==> config.mk <==
export PLATFORM = sky130hd
export DESIGN_NAME = id_scoreboard_ctrl
export DESIGN_NICKNAME = d
export VERILOG_FILES = /design/src/rtl/id_scoreboard_ctrl.sv
export SDC_FILE = /design/constraint.sdc
export NUM_CORES = 1
export LEC_CHECK = 0
export BUFFER_PORTS_ARGS = -buffer_cell sky130_fd_sc_hd__buf_4
export CORE_AREA = 10 10 96 98
export DETAILED_ROUTE_END_ITERATION = 12
export DIE_AREA = 0 0 106 108
export MAX_ROUTING_LAYER = met4
export PLACE_DENSITY = 0.62
export REMOVE_ABC_BUFFERS = 1
export SLEW_MARGIN = 0
export SYNTH_ARGS = -nofsm -noshare
export SYNTH_HDL_FRONTEND = slang
export SYNTH_SLANG_ARGS = --single-unit
==> constraint.sdc <==
create_clock -name clk -period 3.3 [get_ports clk]
set_input_delay 0.66 -clock clk [delete_from_list [all_inputs] [get_ports clk]]
set_output_delay 0.66 -clock clk [all_outputs]
set_load 0.01 [all_outputs]
==> src/rtl/id_scoreboard_ctrl.sv <==
// ID-stage scoreboard and hazard controller: tracks pending register writes,
// stalls dependent instructions, and sequences flush bubbles.
module id_scoreboard_ctrl #(
    parameter int unsigned FLUSH_LEN = 1,
    parameter int unsigned MAX_STALL = 16
) (
    input  logic        clk,
    input  logic        reset,
    input  logic        id_valid,
    input  logic [31:0] instr,
    input  logic        wb_reg_write,
    input  logic [4:0]  wb_write_reg,
    input  logic        flush_req,
    output logic        stall,
    output logic        bubble,
    output logic        issue,
    output logic [31:0] busy_vec,
    output logic [1:0]  state,
    output logic [7:0]  stall_cnt,
    output logic        err
);

    localparam int unsigned NREG   = 32;
    localparam int unsigned CNT_W  = 8;
    localparam int unsigned FCNT_W = 2;

    typedef enum logic [1:0] {
        ST_RUN   = 2'b00,
        ST_STALL = 2'b01,
        ST_FLUSH = 2'b10
    } state_e;

    state_e              state_q, state_d;
    logic [NREG-1:0]     busy_vec_q, busy_vec_d;
    logic [CNT_W-1:0]    stall_cnt_q, stall_cnt_d;
    logic [FCNT_W-1:0]   flush_cnt_q, flush_cnt_d;
    logic                err_q, err_d;

    logic [5:0] opcode;
    logic [4:0] rs, rt, rd, dst;
    logic       use_rs, use_rt, has_dst;
    logic       hazard;
    logic       unused_instr_bits;

    assign opcode = instr[31:26];
    assign rs     = instr[25:21];
    assign rt     = instr[20:16];
    assign rd     = instr[15:11];
    assign unused_instr_bits = ^instr[10:0];

    // Operand decode by opcode class
    always_comb begin
        use_rs  = 1'b0;
        use_rt  = 1'b0;
        has_dst = 1'b0;
        dst     = 5'd0;
        case (opcode)
            6'b000000: begin
                use_rs  = 1'b1;
                use_rt  = 1'b1;
                has_dst = 1'b1;
                dst     = rd;
            end
            6'b100011, 6'b001000: begin
                use_rs  = 1'b1;
                has_dst = 1'b1;
                dst     = rt;
            end
            6'b101011, 6'b000100: begin
                use_rs = 1'b1;
                use_rt = 1'b1;
            end
            default: ;
        endcase
    end

    // No bypass: a same-cycle writeback does not hide the hazard
    always_comb begin
        hazard = 1'b0;
        if (id_valid) begin
            if (use_rs && (rs != 5'd0) && busy_vec_q[rs]) hazard = 1'b1;
            if (use_rt && (rt != 5'd0) && busy_vec_q[rt]) hazard = 1'b1;
        end
    end

    // Pipeline control; flush and reset force a bubble with no stall
    always_comb begin
        stall  = 1'b0;
        bubble = 1'b1;
        issue  = 1'b0;
        if (reset && !flush_req && (state_q != ST_FLUSH)) begin
            stall  = hazard;
            bubble = hazard;
            issue  = id_valid && !hazard;
        end
    end

    // Next-state for scoreboard, FSM, counters
    always_comb begin
        busy_vec_d  = busy_vec_q;
        state_d     = state_q;
        flush_cnt_d = flush_cnt_q;
        stall_cnt_d = 8'd0;
        err_d       = err_q;

        if (wb_reg_write && (wb_write_reg != 5'd0)) begin
            busy_vec_d[wb_write_reg] = 1'b0;
        end
        if (issue && has_dst && (dst != 5'd0)) begin
            busy_vec_d[dst] = 1'b1;
        end
        busy_vec_d[0] = 1'b0;

        if (flush_req) begin
            state_d     = ST_FLUSH;
            flush_cnt_d = '0;
        end else begin
            case (state_q)
                ST_RUN:   if (hazard) state_d = ST_STALL;
                ST_STALL: if (!hazard) state_d = ST_RUN;
                ST_FLUSH: begin
                    if ((32'(flush_cnt_q) + 32'd1) >= FLUSH_LEN) begin
                        state_d     = ST_RUN;
                        flush_cnt_d = '0;
                    end else begin
                        flush_cnt_d = flush_cnt_q + 2'd1;
                    end
                end
                default:  state_d = ST_RUN;
            endcase
        end

        if (stall) begin
            stall_cnt_d = (stall_cnt_q == 8'hFF) ? 8'hFF : stall_cnt_q + 8'd1;
            if (32'(stall_cnt_q) >= (MAX_STALL - 32'd1)) err_d = 1'b1;
        end
    end

    always_ff @(posedge clk) begin
        if (!reset) begin
            busy_vec_q  <= '0;
            state_q     <= ST_RUN;
            stall_cnt_q <= '0;
            flush_cnt_q <= '0;
            err_q       <= 1'b0;
        end else begin
            busy_vec_q  <= busy_vec_d;
            state_q     <= state_d;
            stall_cnt_q <= stall_cnt_d;
            flush_cnt_q <= flush_cnt_d;
            err_q       <= err_d;
        end
    end

    assign busy_vec  = busy_vec_q;
    assign state     = state_q;
    assign stall_cnt = stall_cnt_q;
    assign err       = err_q;

endmodule

Word-level counts from Yosys, hierarchy flattened
Cells that the tools add are included.
{"block": "word_totals", "wordCells": 92, "inputBits": 42, "reg_bits": 45, "out_inout_bits": 46}
{"block": "classes", "add_sub_neg": 3, "bitwise": 4, "n_lt_le_gt_ge": 8, "n_reduce_logical": 29, "muxes": 27, "n_eq_ne": 14}
{"cell": "$mux W32", "n": 2}
{"cell": "$and A32 B32 Y32", "n": 1}
{"cell": "$not A32 Y32", "n": 1}
{"cell": "$or A32 B32 Y32", "n": 1}
{"cell": "$lt A5 B6 Y1 const B", "n": 4}
{"cell": "$reduce_bool A5 Y1", "n": 4}
{"cell": "$mux W1", "n": 13}
{"cell": "$eq A6 B6 Y1 const B", "n": 2}
{"cell": "$logic_and A1 B1 Y1", "n": 12}
{"cell": "$bmux W1 S5", "n": 2}
{"cell": "$demux W1 S5", "n": 2}
{"cell": "$ge A5 B1 Y1 const B", "n": 2}
{"cell": "$mux W2", "n": 5}
{"cell": "$pmux W5 S2", "n": 1}
{"cell": "$ne A3 B3 Y1 const B", "n": 3}
{"cell": "$add A8 B1 Y8 const B", "n": 1}
{"cell": "$eq A8 B8 Y1 const B", "n": 1}
{"cell": "$ge A8 B4 Y1 const B", "n": 1}
{"cell": "$mux W8", "n": 1}
{"cell": "$ne A2 B2 Y1 const B", "n": 4}
{"cell": "$eq A6 B3 Y1 const B", "n": 1}
{"cell": "$eq A6 B4 Y1 const B", "n": 1}
{"cell": "$logic_not A6 Y1", "n": 1}
{"cell": "$pmux W2 S3", "n": 1}
{"cell": "other kinds (13)", "n": 18}

Logic depth before layout (Yosys ltp)
{"block": "logic_depth", "depth_word": 14, "mapped_depth": 9, "depth_no_buf": 6}

Worst setup path after synthesis
OpenSTA, ideal clock, no wires.
{"block": "synth_timing", "path_type": "input to output", "startpoint": "input port instr[16]", "endpoint": "output port issue", "required_time_ns": 2.640, "path_stages": 8, "slack_ns": 0.258, "n_path_buf": 2, "arrival_time_ns": 2.382, "cell_sequence": "clkbuf_1 mux4_1 nand3b_1 o2111ai_2 o2111ai_4 nand2_4 buf_2 nor2_1"}
{"block": "synth_between", "elab_chain_len": 8, "elab_cells_between_ends": 10, "classes_between": "mux (5); reduce/logical (5)"}
{"item": "start: declaration", "line": "10", "rtl": "input logic [31:0] instr,"}
{"item": "$bmux W1 S5 or $reduce_bool A5 Y1 (tied branches)", "line": "82", "rtl": "if (use_rt && (rt != 5'd0) && busy_vec_q[rt]) hazard = 1'b1;"}
{"item": "$mux W1 (implied by the code) or $logic_and A1 B1 Y1 (tied branches)", "line": "82"}
{"item": "$logic_and A1 B1 Y1 *", "line": "82"}
{"item": "$mux W1 *", "line": "82"}
{"item": "$mux W1 *", "line": "80", "rtl": "if (id_valid) begin"}
{"item": "$logic_not A1 Y1 *"}
{"item": "$logic_and A1 B1 Y1 *", "line": "94", "rtl": "issue = id_valid && !hazard;"}
{"item": "$mux W1 *", "line": "91", "rtl": "if (reset && !flush_req && (state_q != ST_FLUSH)) begin"}
{"item": "end: declaration", "line": "16", "rtl": "output logic issue,"}
Every way passes the cells marked *; elsewhere a longest branch is shown, timed or not. The select of a mux whose other input is x is not followed.

Worst setup path after layout
{"block": "layout_timing", "startpoint": "input port instr[17]", "endpoint": "output port bubble"}
{"block": "layout_between", "elab_chain_len": 6, "elab_cells_between_ends": 8, "classes_between": "mux (5); reduce/logical (3)"}
{"item": "$bmux W1 S5 or $reduce_bool A5 Y1 (tied branches)", "line": "82"}
{"item": "$mux W1 (implied by the code) or $logic_and A1 B1 Y1 (tied branches)", "line": "82"}
{"item": "$logic_and A1 B1 Y1 *", "line": "82"}
{"item": "$mux W1 *", "line": "82"}
{"item": "$mux W1 *", "line": "80"}
{"item": "$mux W1 *", "line": "91"}
{"item": "end: declaration", "line": "15", "rtl": "output logic bubble,"}
Marked as above.

==> flow_summary.ini <==
[run_status]
run_status = finished clean

[clock_network]
htree_levels = 2
cts_made_buffers = 5
clk_latency_ns = 0.30
tritoncts = built
path_clk_slew_ns = 0.08
root_buffer = clkbuf_8
hold_buffers = 0
cts_resized = 0
cts_setup_buffers = 0
clock-sinks = 44
cts_max_path_buffers = 2

[cells_and_area]
drive_gt1_frac = 0.311
area_delta_synth_final_pct = 25.0
n_antenna_cell = 0
design_area_um2 = 3560
layout.nets = 417

[synthesis]
yosys_register_bits = 44
synth_top_area_frac = 0.309
synthTopCellsByArea = dfxtp_1, o211ai_1, mux4_2, mux4_1, mux2i_1
seq_area_frac_synth = 0.309
ys.flop_type = dfxtp_1
synth-edff-count = 0
synth.most_common_cell = dfxtp_1
avgSynthCellArea_um2 = 9.34
yosysWarnings = 0
syn_area_um2 = 2850
synth-async-reset-ratio = 0
yosysTopAreaCell = dfxtp_1
syn_inst = 305
synthDistinctLibCells = 58
yosys-top-cells-count = dfxtp_1, o211ai_1, nand2_1, nor2_1, o21ai_0

[floorplanning]
core_area_um2 = 7450
rows = 32
io_pins = 88
die_area_um2 = 11400
start_util = 0.382
dieWidth_um = 106
die_h_um = 108

[placed_design]
pre_cts_ws_ns = 0.0671
dpl.hpwl_um = 7460
io_buffer_count = 75
placed_area_um2 = 3470
place.gp.congestion = 0.918

[worst_setup_path]
worstPathMaxFanout = 5
start_kind = input pin
endpoint_kind = primary output
crit_required_ns = 2.64
critPathKind = in2out
r2r_setup_slack_ns = 0.97
crit_arrival_ns = 2.55

[global_route]
gr-total-overflow = 0
grt_pass1_wl_um = 15300
grt_usage = 0.169
grt_max_degree = 28
grt_pass1_vias = 2841
antenna_found_initial = 0

[flow_run]
maxCapViolCount = 0

[power_and_ir_drop]
peakVddDrop_uv = 177
leakagePower_uw = 0.00134
pwr_density_cell_nw_per_um2 = 291

[sta]
skew_ns = 0.00550
layout_setup_ws_ns = 0.0885
setup_viol = 0
clock.fmax_mhz = 311
min_period_over_period = 0.973
tns_ns = 0
hold_viol = 0
fin_crit_ns = 3.21
grt_setup_unrepaired = false
worstMarginPinSlew_ns = 0.662
hold_ws_ns = 0.451
slew_headroom = 0.555
slew_violations = 0

[detailed_routing]
viasPerCell = 5.93
dr_total_vias = 2818
wire_per_inst_um = 20.1
drc = 0
wirelength_um = 9550
dr.pass1.iters = 4
drtAntennaViolNets = 0
dr.first_iter.drc_count = 247

[worst_hold_path]
worstHoldPathType = reg2reg
[cells in the final DEF (no fill, tap or decap), types with 4 or more instances in the layout]
cell / n
o211ai_1: 31
mux2i_1: 11
buf_4: 83
nand2b_1: 4
mux2_2: 7
nor3_1: 6
dfxtp_1: 44
o21ai_0: 15
mux4_1: 5
o2bb2ai_1: 4
mux4_2: 6
inv_1: 7
nor2_1: 15
o41ai_1: 5
nand2_1: 20
clkbuf_8: 6
o31ai_1: 12
o21ai_1: 4
nand3_1: 13
o22ai_1: 4
a21oi_1: 11
nand3b_1: 7
[final timing paths]
path	endpoint	from	cells after the start
max reg2reg	busy_vec[8]$_SDFF_PN0_	busy_vec[8]$_SDFF_PN0_	7
min reg2reg	err$_SDFFE_PN0P_	err$_SDFFE_PN0P_	2
min	err$_SDFFE_PN0P_	err$_SDFFE_PN0P_	2
max	bubble	instr[17]	8
[power by group]
group	total, uW	internal (uW)	switching, uW
registers	533	531	1.19
logic	143	59.4	83.8
clock network	360	170	190
[cells by family (layout without fill, tap and decap cells)]
kind of cell             count (synthesis)  count (layout)  share of synthesized area
AO/OA/AOI/OAI                          105             105                      0.275
XOR/XNOR                                 3               3                    0.00923
adder cells (fa/ha/maj)                  3               3                     0.0132
buffers and inverters                   30              98                     0.0558
flip-flops                              44              44                      0.309
multiplexers                            29              29                      0.160
other                                    1               1                    0.00132
AND/OR/NAND/NOR                         90              90                      0.176
[metrics by stage]
step                       util  power, uW  instances
after floorplan               -        604        282
after global placement    0.465        685        467
after detailed placement  0.465        687        467
after CTS                 0.478       1040        475
after global routing      0.478       1080        475
final                     0.478       1040        475
[worst max-delay path, stage by stage]
cell       delay [ns]
buf_4            0.15
mux4_1           0.60
mux2i_1          0.16
mux2i_1          0.15
o2111ai_4        0.31
nand2_4          0.08
a211o_1          0.30
buf_4            0.14
[cell type report]
class	instances	area, um2
Fill cell	732	3890
Multi-Input combinational cell	231	1810
Sequential cell	44	881
Timing Repair Buffer	83	623
Tap cell	102	128
Clock buffer	7	86.3
Inverter	7	26.3
Clock inverter	1	7.51
[layer usage]
metal	track usage	share of wire	vias up	wire, um
met5	-	0	-	0
met1	0.212	0.43	1355	4070
met4	0.0397	0.012	0	115
met3	0.0250	0.075	9	713
li1	-	-	1330	-
met2	0.282	0.49	124	4650
[flip-flops by register name, indices dropped and copies added (netlist names)]
| signal | count |
|---|---|
| stall_cnt | 8 |
| flush_cnt_q | 2 |
| busy_vec | 31 |
| err | 1 |
| state | 2 |
No activity file was read; power rests on OpenSTA's default activity.
